===== src/rtl/uart_pkg.sv =====
// Purpose: shared types, codes and helpers for the configurable UART transmitter.
// Latency: n/a (declarations only).
// Backpressure: n/a.
package uart_pkg;

  // One-hot FSM encoding.
  typedef enum logic [4:0] {
    S_IDLE   = 5'b00001,
    S_START  = 5'b00010,
    S_DATA   = 5'b00100,
    S_PARITY = 5'b01000,
    S_STOP   = 5'b10000
  } state_t;

  // parity_mode codes; unlisted codes behave as none.
  localparam logic [2:0] PAR_NONE  = 3'b000;
  localparam logic [2:0] PAR_EVEN  = 3'b001;
  localparam logic [2:0] PAR_ODD   = 3'b010;
  localparam logic [2:0] PAR_MARK  = 3'b011;
  localparam logic [2:0] PAR_SPACE = 3'b100;

  // stop_bits codes; 11 behaves as two stop bits.
  localparam logic [1:0] STOP_1   = 2'b00;
  localparam logic [1:0] STOP_1P5 = 2'b01;
  localparam logic [1:0] STOP_2   = 2'b10;

  // Per-frame line configuration captured alongside the data word.
  typedef struct packed {
    logic [2:0] parity_mode;
    logic [1:0] stop_bits;
  } cfg_t;

  // Ceiling log2; clog2(1) = 0.
  function automatic int clog2(input int v);
    int r;
    int x;
    r = 0;
    x = v - 1;
    while (x > 0) begin
      r = r + 1;
      x = x >> 1;
    end
    return r;
  endfunction

  // XOR of the low n bits of d (d is sized for the largest legal word).
  function automatic logic par_xor(input logic [8:0] d, input logic [3:0] n);
    logic x;
    x = 1'b0;
    for (int i = 0; i < 9; i++) begin
      if (i < int'(n)) x = x ^ d[i];
    end
    return x;
  endfunction

endpackage


===== src/rtl/uart_tx_holdreg.sv =====
// Purpose: one-entry holding register for a UART frame (data + line config) with valid flag.
// Latency: write visible on o_valid one clk after accept; read clears it on the same edge.
// Backpressure: o_ready = !valid; writes while full are silently dropped.
//
// Ports:
//   i_clk, i_reset          clock, synchronous active-high reset
//   i_wr                    write request (taken only when o_ready=1)
//   i_rd                    consume the held entry (clears valid)
//   i_d/i_data_bits/...     entry fields to capture
//   o_ready, o_valid        empty / full status
//   o_d/o_data_bits/...     held entry fields
module uart_tx_holdreg
  import uart_pkg::*;
#(
  parameter int DBIT_MAX = 8,
  parameter int DBW      = 4
) (
  input  logic                i_clk,
  input  logic                i_reset,
  input  logic                i_wr,
  input  logic                i_rd,
  input  logic [DBIT_MAX-1:0] i_d,
  input  logic [DBW-1:0]      i_data_bits,
  input  logic [2:0]          i_parity_mode,
  input  logic [1:0]          i_stop_bits,
  output logic                o_ready,
  output logic                o_valid,
  output logic [DBIT_MAX-1:0] o_d,
  output logic [DBW-1:0]      o_data_bits,
  output logic [2:0]          o_parity_mode,
  output logic [1:0]          o_stop_bits
);

  logic                r_vld;
  logic [DBIT_MAX-1:0] r_d;
  logic [DBW-1:0]      r_bits;
  cfg_t                r_cfg;

  always_ff @(posedge i_clk) begin
    if (i_reset) begin
      r_vld  <= 1'b0;
      r_d    <= '0;
      r_bits <= '0;
      r_cfg  <= '0;
    end else if (i_rd) begin
      r_vld <= 1'b0;
    end else if (i_wr && !r_vld) begin
      r_vld             <= 1'b1;
      r_d               <= i_d;
      r_bits            <= i_data_bits;
      r_cfg.parity_mode <= i_parity_mode;
      r_cfg.stop_bits   <= i_stop_bits;
    end
  end

  assign o_ready       = !r_vld;
  assign o_valid       = r_vld;
  assign o_d           = r_d;
  assign o_data_bits   = r_bits;
  assign o_parity_mode = r_cfg.parity_mode;
  assign o_stop_bits   = r_cfg.stop_bits;

endmodule


===== src/rtl/uart_tx_cfg.sv =====
// Purpose: runtime-configurable UART transmitter (5..DBIT_MAX data bits, parity, 1/1.5/2 stop).
// Latency: start bit on the line 2 clk after accept; back-to-back frames have no idle gap.
// Backpressure: o_tx_ready low while the holding register is full; starts then are dropped.
//
// Ports:
//   i_clk, i_reset     clock, synchronous active-high reset
//   i_tick             baud oversampling pulse, NUM_TICKS per bit
//   i_tx_start         send request, honoured only when o_tx_ready=1
//   i_d_in             frame data, LSB first
//   i_data_bits        data bit count (clamped to 5..DBIT_MAX)
//   i_parity_mode      none/even/odd/mark/space
//   i_stop_bits        1 / 1.5 / 2 stop bits
//   o_tx_ready         holding register empty
//   o_tx_busy          FSM active (registered)
//   o_tx_done          one-clk pulse on the final stop tick
//   o_tx_out           serial line, idle high
module uart_tx_cfg
  import uart_pkg::*;
#(
  parameter int NUM_TICKS = 16,
  parameter int DBIT_MAX  = 8,
  parameter int DBW       = clog2(DBIT_MAX + 1)
) (
  input  logic                i_clk,
  input  logic                i_reset,
  input  logic                i_tick,
  input  logic                i_tx_start,
  input  logic [DBIT_MAX-1:0] i_d_in,
  input  logic [DBW-1:0]      i_data_bits,
  input  logic [2:0]          i_parity_mode,
  input  logic [1:0]          i_stop_bits,
  output logic                o_tx_ready,
  output logic                o_tx_busy,
  output logic                o_tx_done,
  output logic                o_tx_out
);

  // Tick counter must reach 2*NUM_TICKS-1 for two stop bits.
  localparam int SW = clog2(2 * NUM_TICKS);
  localparam logic [SW-1:0] L_BIT = SW'(NUM_TICKS - 1);
  localparam logic [SW-1:0] L_1P5 = SW'(3 * NUM_TICKS / 2 - 1);
  localparam logic [SW-1:0] L_2   = SW'(2 * NUM_TICKS - 1);

  logic                w_hold_vld;
  logic                w_hold_rdy;
  logic [DBIT_MAX-1:0] w_hd;
  logic [DBW-1:0]      w_hbits;
  logic [2:0]          w_hpm;
  logic [1:0]          w_hsb;

  logic [DBW-1:0]      w_eff_bits;
  logic                w_par_x;
  logic                w_par_bit;
  logic                w_par_en;
  logic [SW-1:0]       w_stop_last;
  logic                w_stop_end;
  logic                w_load;

  state_t              r_state;
  logic [SW-1:0]       r_s;
  logic [DBW-1:0]      r_n;
  logic [DBW-1:0]      r_nlast;
  logic [DBIT_MAX-1:0] r_shift;
  logic                r_par_en;
  logic                r_par_bit;
  logic [SW-1:0]       r_stop_last;
  logic                r_tx_out;
  logic                r_done;
  logic                r_busy;

  uart_tx_holdreg #(
    .DBIT_MAX(DBIT_MAX),
    .DBW     (DBW)
  ) u_hold (
    .i_clk        (i_clk),
    .i_reset      (i_reset),
    .i_wr         (i_tx_start),
    .i_rd         (w_load),
    .i_d          (i_d_in),
    .i_data_bits  (i_data_bits),
    .i_parity_mode(i_parity_mode),
    .i_stop_bits  (i_stop_bits),
    .o_ready      (w_hold_rdy),
    .o_valid      (w_hold_vld),
    .o_d          (w_hd),
    .o_data_bits  (w_hbits),
    .o_parity_mode(w_hpm),
    .o_stop_bits  (w_hsb)
  );

  // Frame parameters are derived from the held entry so they are ready on the load edge.
  always_comb begin
    w_eff_bits = w_hbits;
    if (w_hbits < DBW'(5))             w_eff_bits = DBW'(5);
    else if (w_hbits > DBW'(DBIT_MAX)) w_eff_bits = DBW'(DBIT_MAX);

    w_par_x   = par_xor(9'(w_hd), 4'(w_eff_bits));
    w_par_bit = 1'b0;
    w_par_en  = 1'b1;
    case (w_hpm)
      PAR_EVEN:  w_par_bit = w_par_x;
      PAR_ODD:   w_par_bit = !w_par_x;
      PAR_MARK:  w_par_bit = 1'b1;
      PAR_SPACE: w_par_bit = 1'b0;
      default:   w_par_en  = 1'b0;
    endcase

    case (w_hsb)
      STOP_1:   w_stop_last = L_BIT;
      STOP_1P5: w_stop_last = L_1P5;
      STOP_2:   w_stop_last = L_2;
      default:  w_stop_last = L_2;
    endcase
  end

  assign w_stop_end = (r_state == S_STOP) && i_tick && (r_s == r_stop_last);
  // Load from IDLE, or straight from the last stop tick for gapless back-to-back frames.
  assign w_load     = w_hold_vld && ((r_state == S_IDLE) || w_stop_end);

  always_ff @(posedge i_clk) begin
    if (i_reset) begin
      r_state     <= S_IDLE;
      r_s         <= '0;
      r_n         <= '0;
      r_nlast     <= '0;
      r_shift     <= '0;
      r_par_en    <= 1'b0;
      r_par_bit   <= 1'b0;
      r_stop_last <= '0;
      r_tx_out    <= 1'b1;
      r_done      <= 1'b0;
      r_busy      <= 1'b0;
    end else begin
      r_done <= 1'b0;
      // Busy trails the state by one edge, so it drops the clk after tx_done.
      r_busy <= (r_state != S_IDLE);
      case (r_state)
        S_IDLE: begin
          r_s <= '0;
        end
        S_START: begin
          if (i_tick) begin
            if (r_s == L_BIT) begin
              r_s      <= '0;
              r_state  <= S_DATA;
              r_tx_out <= r_shift[0];
            end else begin
              r_s <= r_s + 1'b1;
            end
          end
        end
        S_DATA: begin
          if (i_tick) begin
            if (r_s == L_BIT) begin
              r_s <= '0;
              if (r_n == r_nlast) begin
                if (r_par_en) begin
                  r_state  <= S_PARITY;
                  r_tx_out <= r_par_bit;
                end else begin
                  r_state  <= S_STOP;
                  r_tx_out <= 1'b1;
                end
              end else begin
                r_n      <= r_n + 1'b1;
                r_shift  <= r_shift >> 1;
                r_tx_out <= r_shift[1];
              end
            end else begin
              r_s <= r_s + 1'b1;
            end
          end
        end
        S_PARITY: begin
          if (i_tick) begin
            if (r_s == L_BIT) begin
              r_s      <= '0;
              r_state  <= S_STOP;
              r_tx_out <= 1'b1;
            end else begin
              r_s <= r_s + 1'b1;
            end
          end
        end
        S_STOP: begin
          if (i_tick) begin
            if (r_s == r_stop_last) begin
              r_s     <= '0;
              r_done  <= 1'b1;
              r_state <= S_IDLE;
            end else begin
              r_s <= r_s + 1'b1;
            end
          end
        end
        default: begin
          r_state  <= S_IDLE;
          r_tx_out <= 1'b1;
        end
      endcase

      // Load overrides the end-of-frame transition to IDLE.
      if (w_load) begin
        r_state     <= S_START;
        r_tx_out    <= 1'b0;
        r_s         <= '0;
        r_n         <= '0;
        r_shift     <= w_hd;
        r_nlast     <= w_eff_bits - 1'b1;
        r_par_en    <= w_par_en;
        r_par_bit   <= w_par_bit;
        r_stop_last <= w_stop_last;
      end
    end
  end

  assign o_tx_ready = w_hold_rdy;
  assign o_tx_busy  = r_busy;
  assign o_tx_done  = r_done;
  assign o_tx_out   = r_tx_out;

endmodule


===== config.mk =====
export PLATFORM = sky130hd
export DESIGN_NAME = uart_tx_cfg
export DESIGN_NICKNAME = d
export VERILOG_FILES = /design/src/rtl/uart_pkg.sv /design/src/rtl/uart_tx_holdreg.sv /design/src/rtl/uart_tx_cfg.sv
export SDC_FILE = /design/constraint.sdc
export NUM_CORES = 1
export LEC_CHECK = 0
export BUFFER_PORTS_ARGS = -buffer_cell sky130_fd_sc_hd__buf_2
export CAP_MARGIN = 5
export CORE_ASPECT_RATIO = 1.25
export CORE_MARGIN = 2
export CORE_UTILIZATION = 35
export CTS_CLUSTER_SIZE = 20
export DETAILED_ROUTE_END_ITERATION = 7
export PLACE_DENSITY_LB_ADDON = 0.1
export REMOVE_ABC_BUFFERS = 1
export SYNTH_ARGS = -nofsm -noshare
export SYNTH_HDL_FRONTEND = slang
export SYNTH_SLANG_ARGS = --single-unit
export TNS_END_PERCENT = 5

===== constraint.sdc =====
create_clock -name i_clk -period 3.7 [get_ports i_clk]
set_input_delay 0.185 -clock i_clk [delete_from_list [all_inputs] [get_ports i_clk]]
set_output_delay 0.185 -clock i_clk [all_outputs]
set_load 0.05 [all_outputs]

==> results of run 1 <==
## worst paths after layout
path,to,slack [ns]
worst min-delay path,u_hold.o_valid$_SDFFE_PP0P_,0.11
worst max register to register,r_n[3]$_SDFFE_PP0P_,1.22
worst max-delay path,r_n[3]$_SDFFE_PP0P_,1.22
worst min register to register,r_nlast[3]$_SDFFE_PP0P_,0.45
## critical path, delay by kind of cell, from the launching register on
kind / cells / cell delay, ns
AND/OR/NAND/NOR: 5 / 1.36
XOR/XNOR: 1 / 0.18
flip-flops: 1 / 0.40
adder cells (fa/ha/maj): 2 / 0.35
buffers and inverters: 1 / 0.08
## cells in the final DEF (no fill, tap or decap), types with 4 or more instances in the layout
cell and count:
mux2i_1 14, inv_1 11, xnor2_1 9, clkbuf_8 7, ha_1 8, nor3_1 4
nand3b_1 4, a211oi_2 7, nand2_1 48, buf_2 24, a21oi_1 26, xor2_1 9
nor2_1 38, nand3_1 5, dfxtp_1 52
## per-layer routing
layer	wire length [microns]	up-vias	global-route usage
met4	70	0	0.0482
li1	-	1048	-
met5	0	-	0
met3	126	5	0.0272
met1	2430	881	0.180
met2	2490	24	0.239
## through the flow
| stage | power (W) | cells | setup slack (ns) |
|---|---|---|---|
| after floorplan | 0.000769 | 284 | 1.05 |
| after CTS | 0.00126 | 408 | 1.19 |
| final | 0.00124 | 408 | 1.22 |
| after global placement | 0.000831 | 400 | 1.22 |
| after detailed placement | 0.000832 | 400 | 1.21 |
| after global routing | 0.00131 | 408 | 0.964 |
## flip-flops by register name, indices dropped and copies added, names as in the netlist, 2 cells and up
name / count
r_n: 4
r_shift: 8
u_hold.o_data_bits: 4
r_stop_last: 3
u_hold.o_stop_bits: 2
r_state: 5
r_nlast: 4
r_s: 5
u_hold.o_d: 8
u_hold.o_parity_mode: 3
## power breakdown
group	internal [W]	switching, W	total (W)	leakage [nW]
registers	0.000594	0.0000267	0.000620	0.425
logic	0.0000782	0.000116	0.000194	0.615
clock network	0.000239	0.000190	0.000429	0.0645
## cell type report
| class | instances | area [sq um] |
|---|---|---|
| inverter | 11 | 41.3 |
| clock inverter | 1 | 30.0 |
| multi-input combinational | 221 | 1390 |
| sequential | 52 | 1040 |
| clock buffer | 7 | 96.3 |
| timing repair buffer | 26 | 135 |
| fill | 772 | 4170 |
| tap | 90 | 113 |
## cells in the mapped netlist (3+ instances only)
cell type / n / area [sq um]
nor3_1: 4 / 20.0
inv_1: 11 / 41.3
a31oi_1: 3 / 18.8
clkbuf_1: 7 / 26.3
nand3_1: 5 / 25.0
xor2_1: 9 / 78.8
nor3b_1: 3 / 22.5
nor2_1: 38 / 143
dfxtp_1: 52 / 1040
a211oi_2: 7 / 87.6
nand2b_1: 3 / 18.8
a21oi_1: 26 / 130
o21ai_0: 3 / 15.0
ha_1: 8 / 100
xnor2_1: 9 / 78.8
buf_2: 4 / 20.0
nand3b_1: 4 / 30.0
nand2_1: 48 / 180
or2_2: 3 / 18.8
mux2i_1: 14 / 140
## cells by family after synthesis
logic type	Yosys count	synth area share
adders and majority gates	8	0.0394
and+or+nand+nor	124	0.231
xor gates and xnor gates	18	0.0620
AOI/OAI and AO/OA	56	0.154
buffers and inverters	25	0.0448
DFF	52	0.409
muxes	15	0.0595
==> flow_summary.json, run 1 <==
{
  "ys_seq_elements": 52,
  "ant_nets": 0,
  "clock-root-buffer": "clkbuf_8",
  "crit_top_cell": "ha_1",
  "core_sq_um": 7020,
  "initial_core_util": 0.362,
  "rr_worst_depth": 9,
  "synthFlopType": "dfxtp_1",
  "cts_setup_buffers": 0,
  "drtPass1Iterations": 4,
  "worstSetupPathType": "reg2reg",
  "clkTransAtPathRegs_ns": 0.10,
  "grt_overflow_total": 0,
  "tightest_slew_ns": 0.999,
  "dieWidth_microns": 80.3,
  "grt_pass1_vias": 1907,
  "crit_path_start_kind": "flop",
  "synth_warnings": 0,
  "crit_required_ns": 3.89,
  "cpPeakStageDelay_ns": 0.81,
  "diodes": 0,
  "leakage_nw": 1.10,
  "async_flop_share": 0,
  "netlist_instances": 298,
  "synth_cell_types": 46,
  "hpwl_microns": 3770,
  "grt_pass1_wl_microns": 8890,
  "final_core_util": 0.406,
  "worstHoldPathType": "in2reg",
  "area_growth_pct": 12.1,
  "htreeDepth": 2,
  "drt_iter0_markers": 88,
  "crit_fanout": 12,
  "arrival_ns": 2.67,
  "crit_start": "r_s[0]$_SDFFE_PP0P_",
  "min_path_cells": 3,
  "cts_buffers": 5,
  "drt-vias-per-instance": 4.80,
  "cts_tree": "built",
  "ys_seq_area_frac": 0.409,
  "cellPowerDensity_nw_per_um2": 436,
  "stdcell_area_sq_um": 2850,
  "hold_slack_ns": 0.106,
  "cp_cell_sequence": "ha_1, nand3_1, inv_1, ha_1, and2_1, nor3b_2, nand4_1, xor2_1, nor2_1",
  "core.rowCount": 34,
  "fmax_ghz": 0.403,
  "fin_skew_ns": 0.00521,
  "timing.hold.worst.start": "i_tx_start",
  "cts_buffer_depth": 2,
  "fin_setup_tns_ns": 0,
  "drc": 0,
  "drt_wl_total_microns": 5120,
  "grt_max_degree": 27,
  "ios": 25,
  "gp_congestion": 0.762,
  "synth_area_per_cell_sq_um": 8.54,
  "num_vias": 1958,
  "syn_area_sq_um": 2540,
  "synth-edff-count": 0,
  "endpoint_kind": "flop",
  "rsz0062_at_grt": "false",
  "grtUsageTotal": 0.142,
  "nNetsFinal": 346,
  "r2r-start": "r_s[0]$_SDFFE_PP0P_",
  "antenna_found_initial": 0,
  "cap_violations": 0,
  "drive_gt1_frac": 0.173,
  "min_period_ns": 2.48,
  "port_buffers": 24,
  "postCtsHoldBufs": 0,
  "die_h_microns": 99.3,
  "finalHoldViolCount": 0,
  "min_period_over_period": 0.670,
  "cp_slowest_cell": "nor3b_2",
  "cts_resized": 0,
  "setup_viol": 0,
  "dpl_cell_area_sq_um": 2720,
  "cts.sinks": 52,
  "wl_per_cell_microns": 12.5,
  "finalMaxSlewViolations": 0,
  "irDropWorstVdd_v": 0.000224,
  "die-area_sq_um": 7970,
  "status": "finished, final reports clean",
  "insertion_delay_ns": 0.30,
  "slew_headroom": 0.331
}
Note: power is estimated with default switching activity, not from simulation.
==> inputs of run 2 (changes only) <==
clock period = 2 ns   (was 3.7 ns; I/O delays follow)
==> run 2 against run 1 <==
  * Clock power grew 72%
  * First-iteration DRC count shrank 32%
  * Maximum frequency grew 26%
  * Count of clock-buffer cells in the layout shrank 1
  * Sequential cell count is the same
  * Highest routed layer unchanged
  * Sequential power grew 85%
  * Total power grew 93%
  * Via count grew 11%
  * Die area is the same
  * Worst hold slack lost 0.092 ns
  * Utilization grew 8.4 points
  * Combinational power grew to 2.7 times the previous value
==> flow_summary.json, run 2 (synthesis gave the netlist of run 1 again) <==
{
  "area.sequential_sq_um": 1050,
  "p_sw_w": 0.000686,
  "fin_skew_ns": 0.00666,
  "leakage_nw": 1.42,
  "wl_per_cell_microns": 12.9,
  "htreeDepth": 2,
  "status": "finished, final reports clean",
  "hpwl_microns": 4070,
  "core_sq_um": 7020,
  "drt_iter0_markers": 60,
  "final_core_util": 0.491,
  "swShare": 0.285,
  "crit_path_start_kind": "flop",
  "slew_headroom": 0.620,
  "finalMaxSlewViolations": 0,
  "cts.sinks": 52,
  "mostFrequentLayoutCells": "dfxtp_1 (47), nand2_1 (44), buf_4 (40)",
  "fmax_ghz": 0.509,
  "met1_usage": 0.190,
  "drt_wl_total_microns": 5840,
  "area_growth_pct": 35.4,
  "min_path_cells": 3,
  "antenna_found_initial": 0,
  "dpl_cell_area_sq_um": 2980,
  "worstSetupPathType": "reg2reg",
  "irDropWorstVdd_v": 0.000359,
  "stdcell_area_sq_um": 3440,
  "cpPeakStageDelay_ns": 0.54,
  "grt_pass1_vias": 2075,
  "finalHoldViolCount": 0,
  "gp_congestion": 0.783,
  "grt_pass1_wl_microns": 9620,
  "die_h_microns": 99.3,
  "setup_slack_ns": 0.0341,
  "cts_buffers": 5,
  "arrival_ns": 2.17,
  "dieWidth_microns": 80.3,
  "min_period_over_period": 0.983,
  "cellPowerDensity_nw_per_um2": 698,
  "cap_violations": 0,
  "num_vias": 2175,
  "port_buffers": 24,
  "cts_tree": "built",
  "min_period_ns": 1.97,
  "grt_overflow_total": 0,
  "p_clk_frac": 0.306,
  "tightest_slew_ns": 0.569,
  "grt_util_met3": 0.0327,
  "grt_most_used_layer": "met2",
  "die-area_sq_um": 7970,
  "setup_viol": 0,
  "grt_util_met2": 0.267,
  "worstHoldPathType": "in2reg",
  "p_int_w": 0.00172,
  "insertion_delay_ns": 0.31,
  "crit_fanout": 8,
  "dp_slack_ns": -0.398,
  "cts_buffer_depth": 2,
  "seq_power_share": 0.478,
  "cp_slowest_cell": "or4_4",
  "path_buf_inv": 1,
  "ant_nets": 0,
  "initial_core_util": 0.362,
  "drtPass1Iterations": 4,
  "rr_worst_depth": 6,
  "multi_input_comb_area_sq_um": 1590,
  "cp_cell_sequence": "buf_6, or4_4, o21ai_4, nand4_1, a21o_4, a221o_1",
  "rsz0062_at_grt": "true",
  "cp_num_cells": 6,
  "hold_slack_ns": 0.0134,
  "clock-root-buffer": "clkbuf_8",
  "clkTransAtPathRegs_ns": 0.10,
  "n_fill_cell": 710,
  "ios": 25,
  "drive_gt1_frac": 0.368,
  "finalPower_w": 0.00240,
  "diodes": 0,
  "grt_max_degree": 18,
  "final_common_cell": "dfxtp_1",
  "path_delay_family": "compound AO/OA/AOI/OAI gates",
  "nNetsFinal": 392,
  "crit_required_ns": 2.20,
  "combPwrFrac": 0.216,
  "endpoint_kind": "flop",
  "drc": 0,
  "grtUsageTotal": 0.154,
  "core.rowCount": 34,
  "drt-vias-per-instance": 4.79
}
==> run 2: cell types whose count changed in the layout (fill, tap and decap cells not counted), moves of 3 or more <==
| cell | before | now |
|---|---|---|
| buf_4 | 2 | 40 |
| buf_6 | 0 | 5 |
| dfxtp_1 | 52 | 47 |
| dfxtp_2 | 0 | 5 |
| nand2_1 | 48 | 44 |
| nand2_2 | 0 | 3 |
| nor2_1 | 38 | 30 |
| nor2_2 | 0 | 6 |
==> run 2: worst paths after layout <==
kind,slack (ns),startpoint,end
hold reg to reg,0.45,r_nlast[3]$_SDFFE_PP0P_,r_nlast[3]$_SDFFE_PP0P_
hold / removal,0.01,i_d_in[3],u_hold.o_d[3]$_SDFFE_PP0P_
setup / recovery,0.03,r_s[0]$_SDFFE_PP0P_,o_tx_out$_SDFFE_PP1P_
setup reg to reg,0.03,r_s[0]$_SDFFE_PP0P_,o_tx_out$_SDFFE_PP1P_
==> run 2: worst reg2reg max path, cell delays in order, from the launching register on <==
cell and delay [ns]:
dfxtp_2 0.34, buf_6 0.11, or4_4 0.54, o21ai_4 0.09, nand4_1 0.14, a21o_4 0.31, a221o_1 0.33
==> run 2: power groups by stage <==
stage,Sequential [W],Clock (W),Combinational [W]
after floorplan,0.00118,0,0.000244
after global placement,0.00117,0,0.000416
after detailed placement,0.00117,0,0.000417
after CTS,0.00114,0.000763,0.000433
after global routing,0.00116,0.000803,0.000568
final,0.00115,0.000737,0.000518
==> run 2: final cells by class <==
type	count	share of cell area
clock buffer	6	0.0211
inverter	11	0.0120
multi-input combinational	221	0.463
timing repair buffer	72	0.157
clock inverter	2	0.0102
tap	90	0.0327
sequential	52	0.304
==> run 2: per-stage QoR <==
| stage | setup TNS, ns | instances |
|---|---|---|
| finish | 0 | 454 |
| CTS | 0 | 445 |
| floorplan | -7.90 | 284 |
| detailed placement | -5.21 | 434 |
| global placement | -4.93 | 434 |
| global route | -0.598 | 454 |
==> run 2: per-layer routing <==
layer	vias to the layer above	part of all wire
met5	-	0
met2	26	0.51
met1	1008	0.45
li1	1136	-
met4	0	0.012
met3	5	0.022
==> run 2: timing repair <==
item	4_1_cts	5_1_grt
hold buffers	0	0
buffers inserted	3	7
resized for setup	11	46
endpoints found under the setup margin	31	28
pin swaps	4	21
cloned	0	2
